## src/rtl/pipe_stage_reg_if.sv

```systemverilog
// ============================================================================
// Module      : pipe_stage_reg_if
// Description : Upstream/downstream handshake, hazard controls and status
//               signals of a two-entry pipeline stage register.
// Revision    : 1.0 - initial release
// ============================================================================
`default_nettype none

interface pipe_stage_reg_if #(
    parameter int DATA_W = 32,
    parameter int CTRL_W = 12,
    parameter int CNT_W  = 16
);
    logic              in_valid;
    logic              in_ready;
    logic [CTRL_W-1:0] in_ctrl;
    logic [DATA_W-1:0] in_data;
    logic              stall;
    logic              flush;
    logic              out_valid;
    logic              out_ready;
    logic [CTRL_W-1:0] out_ctrl;
    logic [DATA_W-1:0] out_data;
    logic [1:0]        occ;
    logic [CNT_W-1:0]  bubble_cnt;

    // Stage side
    modport slave (
        input  in_valid, in_ctrl, in_data, stall, flush, out_ready,
        output in_ready, out_valid, out_ctrl, out_data, occ, bubble_cnt
    );

    // Surrounding pipeline / hazard unit side
    modport master (
        output in_valid, in_ctrl, in_data, stall, flush, out_ready,
        input  in_ready, out_valid, out_ctrl, out_data, occ, bubble_cnt
    );
endinterface

`default_nettype wire

```

## src/rtl/pipe_stage_reg.sv

```systemverilog
// ============================================================================
// Module      : pipe_stage_reg
// Description : Two-entry (MAIN + SKID) pipeline stage register with stall,
//               flush, nop-forcing of bubbles and a saturating bubble counter.
// Revision    : 1.0 - initial release
// ============================================================================
`default_nettype none

module pipe_stage_reg #(
    parameter int DATA_W = 32,
    parameter int CTRL_W = 12,
    parameter int CNT_W  = 16
) (
    input  logic             clk,
    input  logic             rst,
    pipe_stage_reg_if.slave  bus
);

    localparam logic [CNT_W-1:0] c_bubble_max = '1;
    localparam logic [CNT_W-1:0] c_bubble_one = {{(CNT_W-1){1'b0}}, 1'b1};

    logic              r_main_vld;
    logic [CTRL_W-1:0] r_main_ctrl;
    logic [DATA_W-1:0] r_main_data;
    logic              r_skid_vld;
    logic [CTRL_W-1:0] r_skid_ctrl;
    logic [DATA_W-1:0] r_skid_data;
    logic              r_in_ready;
    logic [CNT_W-1:0]  r_bubble;

    logic              w_push;
    logic              w_pop;
    logic              w_main_vld_nxt;
    logic [CTRL_W-1:0] w_main_ctrl_nxt;
    logic [DATA_W-1:0] w_main_data_nxt;
    logic              w_skid_vld_nxt;
    logic [CTRL_W-1:0] w_skid_ctrl_nxt;
    logic [DATA_W-1:0] w_skid_data_nxt;
    logic [CNT_W-1:0]  w_bubble_nxt;

    always_comb begin
        w_push          = bus.in_valid & r_in_ready;
        w_pop           = r_main_vld & bus.out_ready & ~bus.stall;
        w_main_vld_nxt  = r_main_vld;
        w_main_ctrl_nxt = r_main_ctrl;
        w_main_data_nxt = r_main_data;
        w_skid_vld_nxt  = r_skid_vld;
        w_skid_ctrl_nxt = r_skid_ctrl;
        w_skid_data_nxt = r_skid_data;

        // SKID can only be occupied while MAIN is, so an empty MAIN implies
        // an empty stage; in_ready low guarantees no push while SKID is full.
        if (bus.flush) begin
            w_main_vld_nxt = 1'b0;
            w_skid_vld_nxt = 1'b0;
        end else if (!r_main_vld) begin
            if (w_push) begin
                w_main_vld_nxt  = 1'b1;
                w_main_ctrl_nxt = bus.in_ctrl;
                w_main_data_nxt = bus.in_data;
            end
        end else if (w_pop) begin
            if (r_skid_vld) begin
                w_main_ctrl_nxt = r_skid_ctrl;
                w_main_data_nxt = r_skid_data;
                w_skid_vld_nxt  = 1'b0;
            end else if (w_push) begin
                w_main_ctrl_nxt = bus.in_ctrl;
                w_main_data_nxt = bus.in_data;
            end else begin
                w_main_vld_nxt  = 1'b0;
            end
        end else if (w_push) begin
            w_skid_vld_nxt  = 1'b1;
            w_skid_ctrl_nxt = bus.in_ctrl;
            w_skid_data_nxt = bus.in_data;
        end
    end

    always_comb begin
        w_bubble_nxt = r_bubble;
        if (!r_main_vld && (r_bubble != c_bubble_max)) begin
            w_bubble_nxt = r_bubble + c_bubble_one;
        end
    end

    always_ff @(posedge clk or posedge rst) begin
        if (rst) begin
            r_main_vld  <= 1'b0;
            r_main_ctrl <= '0;
            r_main_data <= '0;
            r_skid_vld  <= 1'b0;
            r_skid_ctrl <= '0;
            r_skid_data <= '0;
            r_in_ready  <= 1'b1;
            r_bubble    <= '0;
        end else begin
            r_main_vld  <= w_main_vld_nxt;
            r_main_ctrl <= w_main_ctrl_nxt;
            r_main_data <= w_main_data_nxt;
            r_skid_vld  <= w_skid_vld_nxt;
            r_skid_ctrl <= w_skid_ctrl_nxt;
            r_skid_data <= w_skid_data_nxt;
            r_in_ready  <= ~w_skid_vld_nxt;
            r_bubble    <= w_bubble_nxt;
        end
    end

    // A bubble presents all-zero control so downstream treats it as a nop.
    assign bus.in_ready   = r_in_ready;
    assign bus.out_valid  = r_main_vld;
    assign bus.out_ctrl   = r_main_vld ? r_main_ctrl : '0;
    assign bus.out_data   = r_main_data;
    assign bus.occ        = {1'b0, r_main_vld} + {1'b0, r_skid_vld};
    assign bus.bubble_cnt = r_bubble;

endmodule

`default_nettype wire

```

## src/flat_wrapper.sv

```systemverilog
// flat-port wrapper written by rule: the top's interface ports become plain ports
module pipe_stage_reg_flat 
#(
    parameter int DATA_W = 32,
    parameter int CTRL_W = 12,
    parameter int CNT_W  = 16
)
  (clk, rst, bus_in_valid, bus_in_ctrl, bus_in_data, bus_stall, bus_flush, bus_out_ready, bus_in_ready, bus_out_valid, bus_out_ctrl, bus_out_data, bus_occ, bus_bubble_cnt);
  pipe_stage_reg_if #(.DATA_W(DATA_W), .CTRL_W(CTRL_W), .CNT_W(CNT_W)) bus_i ();
  input  logic clk;
  input  logic rst;
  input wire logic [$bits(bus_i.in_valid)-1:0] bus_in_valid;
  input wire logic [$bits(bus_i.in_ctrl)-1:0] bus_in_ctrl;
  input wire logic [$bits(bus_i.in_data)-1:0] bus_in_data;
  input wire logic [$bits(bus_i.stall)-1:0] bus_stall;
  input wire logic [$bits(bus_i.flush)-1:0] bus_flush;
  input wire logic [$bits(bus_i.out_ready)-1:0] bus_out_ready;
  output wire logic [$bits(bus_i.in_ready)-1:0] bus_in_ready;
  output wire logic [$bits(bus_i.out_valid)-1:0] bus_out_valid;
  output wire logic [$bits(bus_i.out_ctrl)-1:0] bus_out_ctrl;
  output wire logic [$bits(bus_i.out_data)-1:0] bus_out_data;
  output wire logic [$bits(bus_i.occ)-1:0] bus_occ;
  output wire logic [$bits(bus_i.bubble_cnt)-1:0] bus_bubble_cnt;
  assign bus_i.in_valid = bus_in_valid;
  assign bus_i.in_ctrl = bus_in_ctrl;
  assign bus_i.in_data = bus_in_data;
  assign bus_i.stall = bus_stall;
  assign bus_i.flush = bus_flush;
  assign bus_i.out_ready = bus_out_ready;
  assign bus_in_ready = bus_i.in_ready;
  assign bus_out_valid = bus_i.out_valid;
  assign bus_out_ctrl = bus_i.out_ctrl;
  assign bus_out_data = bus_i.out_data;
  assign bus_occ = bus_i.occ;
  assign bus_bubble_cnt = bus_i.bubble_cnt;
  pipe_stage_reg #(.DATA_W(DATA_W), .CTRL_W(CTRL_W), .CNT_W(CNT_W)) u_core (.clk(clk), .rst(rst), .bus(bus_i));
endmodule
```

## config.mk

```make
export PLATFORM = sky130hd
export DESIGN_NAME = pipe_stage_reg_flat
export DESIGN_NICKNAME = d
export VERILOG_FILES = /design/src/rtl/pipe_stage_reg_if.sv /design/src/rtl/pipe_stage_reg.sv /design/src/flat_wrapper.sv
export SDC_FILE = /design/constraint.sdc
export NUM_CORES = 1
export LEC_CHECK = 0
export CAP_MARGIN = 10
export CORE_UTILIZATION = 45
export DETAILED_ROUTE_END_ITERATION = 8
export PLACE_DENSITY = 0.76
export SLEW_MARGIN = 20
export SYNTH_ARGS = -nofsm -noshare
export SYNTH_HDL_FRONTEND = slang
export SYNTH_SLANG_ARGS = --single-unit
```

## constraint.sdc

```tcl
create_clock -name clk -period 3.45 [get_ports clk]
set_input_delay 0.69 -clock clk [delete_from_list [all_inputs] [get_ports clk]]
set_output_delay 0.69 -clock clk [all_outputs]
set_load 0.01 [all_outputs]
```

### Yosys cells after proc, flatten, opt, wreduce, memory -nomap -nowiden

Cells that the tools add are included.

* word-level logic and storage cells: 41
* bits in registers: 107
* input port bits: 50

* bitwise gates (word level): 7
* add/sub/neg operators: 2
* equality and inequality tests: 2
* reduce and logical (&&, ||, !) cells: 4
* multiplexer cells: 18

Operators with widths (number)
* 32-bit two-way mux: 4
* 12-bit two-way mux: 5
* 16-bit by 1-bit adder with 16-bit output (second input constant): 1
* 16-bit inequality test (second input constant): 1
* 1-bit two-way mux: 9
* 1-bit NOT: 4
* 4-bit AND reduction: 1
* 1-bit AND: 3
* 1-bit by 1-bit adder with 2-bit output: 1
* 2-bit inequality test (second input constant): 1
* 2-bit AND reduction: 1
* 1-bit logical AND: 1
* 1-bit zero test: 1

### Longest topological paths before layout

* depth in word-level cells: 6
* mapped depth: 6
* gate-level depth less buffers: 5

### Worst setup path after synthesis

No wires, ideal clock.

* path kind: input to register
* start: input bus_stall
* end: register u_core.r_skid_ctrl[0]
* library setup time: 0.125 ns
* buffers on the path: 2
* setup slack: 1.538 ns
* cell stages on the path: 6
* arrival time: 1.786 ns
* data required time: 3.325 ns
* cells stage by stage: nand2b_2 -> nand2_1 -> or3_1 -> buf_6 -> buf_6 -> mux2_4

* word-level cells in the longest chain between the ends: 4

Ends and longest elaborated chain
* start, declared: RTL line flat_wrapper.sv:15 `input wire logic [$bits(bus_i.stall)-1:0] bus_stall;`
* 1-bit NOT: RTL line pipe_stage_reg.sv:43 `w_pop = r_main_vld & bus.out_ready & ~bus.stall;`
* 1-bit AND: RTL line pipe_stage_reg.sv:43
* 1-bit NOT (no source line)
* 4-bit AND reduction (no source line)
* end signal, assigned: RTL line pipe_stage_reg.sv:102 `r_skid_ctrl <= w_skid_ctrl_nxt;`
* end, declared: RTL line pipe_stage_reg.sv:26 `logic [CTRL_W-1:0] r_skid_ctrl;`

No other way between the ends.
A chain may end at the register's enable or synchronous reset.

### Worst setup path in the final report

* start: register u_core.r_main_vld (netlist: u_core.bus.out_valid)
* end: output bus_occ[0]

* word-level cells in the longest chain between the ends: 1

Ends and longest elaborated chain
* start, declared: RTL line pipe_stage_reg.sv:22 `logic r_main_vld;`
* start signal, assigned: RTL line pipe_stage_reg.sv:98 `r_main_vld <= w_main_vld_nxt;`
* 1-bit by 1-bit adder with 2-bit output: RTL line pipe_stage_reg.sv:114 `assign bus.occ = {1'b0, r_main_vld} + {1'b0, r_skid_vld};`
* end, declared: RTL line flat_wrapper.sv:22 `output wire logic [$bits(bus_i.occ)-1:0] bus_occ;`

No other way between the ends.

==> key figures <==
Synth
  – Synth Flop Type: dfrtp_1
  – Post-Synth Simple-Gate Area: 0.08744
  – Ranking of synthesized cells by area: dfrtp_1 (55%), mux2_4 (13%), mux2i_1 (9.2%)
  – Synth Cell Area: 4793 um^2
  – Synth Area in XOR/XNOR: 0.02741
  – Most common cell in the netlist: dfrtp_1
  – Area leader, netlist: dfrtp_1
  – Synthesized area per cell: 12.82 um^2
  – Post-synth ARST share: 1.000
  – Largest family of logic cells by synthesized area: multiplexers
  – Synth Area in Compound Gates: 0.06082
  – Yosys cell types: 32
  – Seq/Total Area, Yosys: 0.5589
  – Post-synthesis cell count: 374
  – Syn nets: 426
  – Number of flops mapped to enable cells by yosys: 0
  – Ys Warns: 0
  – Multiplexer share of the synthesized area: 0.2289
  – Post-synth top area share: 0.5534
  – #FFs+latches synth: 107
  – Post-synthesis adder-cell area fraction: 0.005221
  – Synth cell count leaders: dfrtp_1 (106), a21oi_1 (45), nor2_1 (45)

Die
  – Top Ports: 114
  – DIE HEIGHT: 105.2 um
  – Core Region: 10320 um^2
  – Row cnt: 37
  – Die ar.: 11070 um^2
  – Starting Density: 0.4643
  – Die Wd: 105.2 um

Drt
  – Number of DRC markers in iteration 0: 137
  – Vias per cell: 5.131
  – Highest routed layer: met4
  – WL/cell: 15.63 um
  – Antenna-violating nets left: 0
  – Detailed-route wire length: 9.751 mm
  – Vias: 3202
  – DR WL met2: 4.782 mm
  – Metal-1 WL: 4.502 mm
  – Number of iterations in the first detailed-routing pass: 4
  – DR WL met3: 285 um
  – Drt drc: 0

Clock network
  – Post-cts sizing count: 0
  – Root Buffer: clkbuf_8
  – Htree depth: 3
  – CTS Buffer Depth: 2
  – Clock latency on the worst-skew pair: 0.37 ns
  – TritonCTS Buffers: 9
  – Post-CTS setup buffers: 0
  – CTS tree: built
  – CTS sink cnt: 107
  – Hold buffers post-CTS: 0
  – Clk pin slew, worst setup/hold paths: 0.11 ns

Outcome
  – Status: complete, no violations

Min path
  – HP Start: u_core.bus.bubble_cnt[13]$_DFFE_PP0P_
  – Hold WC Path Type: flop to flop
  – Hold EP: u_core.bus.bubble_cnt[13]$_DFFE_PP0P_
  – WHS Path Cells: 1

Power and ir drop
  – Total power per unit cell area: 569.7 nW/um^2
  – Int Pwr: 2493 uW
  – Switching share of power: 0.3002
  – Psw: 1069 uW
  – Combinational power share: 0.279
  – Worst VDD drop: 0.0003047 V
  – Total Power: 3562 uW
  – Sequential fraction of design power: 0.506
  – Clock Power Share: 0.215
  – LEAKAGE: 0.002985 uW

Cells and area
  – Layout cell share with drive strength beyond 1: 0.1537
  – Fill cells: 839
  – Area of the multi-input gates: 1976 um^2
  – Final Instance Count excl. Fillers: 624
  – Layout area overhead: 30.46%
  – Reg area: 2679 um^2
  – Antenna cell count: 0
  – Utilization after layout: 0.6057
  – # nets final: 535

Global route
  – Initial antenna violation count: 0
  – First-pass GRT wire length: 16.31 mm
  – Number of global-route vias before repair: 3333
  – Total global routing overflow: 0
  – Largest net degree at the start of global routing: 89
  – Total GRT Usage: 0.1848

STA
  – Fin. Hold Viols: 0
  – RSZ-0062 raised after global routing: false
  – Hold slack: 0.5189 ns
  – Final TNS setup: 0 ns
  – Final clock skew: 0.01518 ns
  – Slew margin rel.: 0.4192
  – Final period util: 0.7857
  – Final setup viols: 0
  – Final Max Slew Viols: 0
  – Highest Clock Rate: 0.3689 GHz
  – Tightest Pin Transition: 0.8694 ns
  – Crit path time final: 2.711 ns

Worst setup path
  – Worst endpoint required time: 2.76 ns
  – Worst reg2reg setup slack: 1.10 ns
  – Kind of critical path: flop to output pin
  – Startpoint class of the critical path: flop
  – Crit path max fanout: 22
  – R2R Path Start: u_core.bus.out_valid$_DFF_PP0_
  – Register-to-Register Path Depth: 4
  – WP data arrival: 2.02 ns
  – Worst Setup End Kind: output pin
  – R2R Path End: u_core.r_skid_data[19]$_DFFE_PP0P_

Placed design
  – Gpl congestion: 0.7091
  – Port bufs: 113
  – Post-DP HPWL: 6.600 mm
  – Dpl cells: 608

Flow run
  – Max_cap viols: 0
## how the worst max path moves through the flow
| stage | startpoint | endpoint | slack (ns) | cells after the start |
|---|---|---|---|---|
| 6_report | u_core.bus.out_valid$_DFF_PP0_ | bus_occ[0] | 0.74 | 2 |
| 3_5_place_dp | bus_stall | u_core.r_skid_data[7]$_DFFE_PP0P_ | 0.68 | 6 |
| 3_3_place_gp | bus_stall | u_core.r_skid_data[27]$_DFFE_PP0P_ | 0.70 | 6 |
| 5_1_grt | u_core.bus.out_valid$_DFF_PP0_ | bus_occ[0] | 0.64 | 2 |
| 2_1_floorplan | rst | u_core.bus.bubble_cnt[0]$_DFFE_PP0P_ | 1.47 | 1 |
| 4_1_cts | u_core.bus.out_valid$_DFF_PP0_ | bus_occ[0] | 0.71 | 2 |
## layout make-up
type,count,area share
clock buffers,9,0.01981
repair buffers,119,0.1941
multi-input cells,244,0.3159
flip-flops and latches,107,0.4284
well taps,136,0.02721
inverters,2,0.001801
clock inverters,7,0.01281
## through the flow
step           worst slack [ns]  cell area, um^2
2_1_floorplan             1.473             4797
3_3_place_gp             0.6970             6050
3_5_place_dp             0.6783             6050
4_1_cts                  0.7060             6254
5_1_grt                  0.6394             6254
6_report                 0.7394             6254
## worst max-delay path, cell delays in order, from the launching register on
cell	delay (ns)
dfrtp_1	0.84
ha_1	0.35
clkdlybuf4s50_1	0.47
## cells in the final DEF (no fill, tap or decap)
cell,n
nand3_1,5
clkinv_4,2
nand2_1,6
nor2_1,45
a21oi_1,45
inv_8,2
a211o_1,1
xnor2_1,13
nor4_1,1
nand2_2,1
dfrtp_1,106
and3_1,2
a211oi_4,1
dfstp_2,1
xor2_1,2
ha_1,2
buf_4,3
a31oi_1,1
a22oi_1,1
clkdlybuf4s50_1,113
nor2b_1,1
clkinvlp_4,2
nand2b_2,1
clkbuf_8,9
a41oi_2,1
clkinv_8,2
mux2_4,40
and4_1,3
a2111oi_2,1
buf_12,3
mux2_2,5
nand4_1,8
mux2i_1,44
nand3b_1,1
and2_1,12
or3_2,1
inv_1,1
## power groups by stage
stage | sequential [uW] | clock, uW | combinational (uW)
after floorplan | 1820 | 0 | 520
after detailed placement | 1810 | 0 | 1010
final | 1800 | 767 | 995
after CTS | 1800 | 788 | 1010
after global placement | 1810 | 0 | 970
after global routing | 1850 | 835 | 1080
## registers in the layout, summed over array words and instances, names as in the netlist
register               flops
u_core.bus.out_data       32
u_core.bus.bubble_cnt     16
u_core.bus.in_ready        1
u_core.r_skid_data        32
u_core.r_skid_ctrl        12
u_core.r_main_ctrl        12
u_core.r_skid_vld          1
u_core.bus.out_valid       1
## kinds of logic after synthesis
kind of cell / Yosys count
XOR/XNOR: 15
flip-flops: 107
multiplexers: 89
buffers and inverters: 23
adder cells (fa/ha/maj): 2
AND/OR/NAND/NOR: 87
AO/OA/AOI/OAI: 51
## metal layers
layer | up-vias | track usage
met1 | 1587 | 0.2458
met2 | 73 | 0.3083
met4 | 0 | 0.06841
met5 | - | 0
li1 | 1528 | -
met3 | 14 | 0.02433
Note: power is estimated with default switching activity, not from simulation.
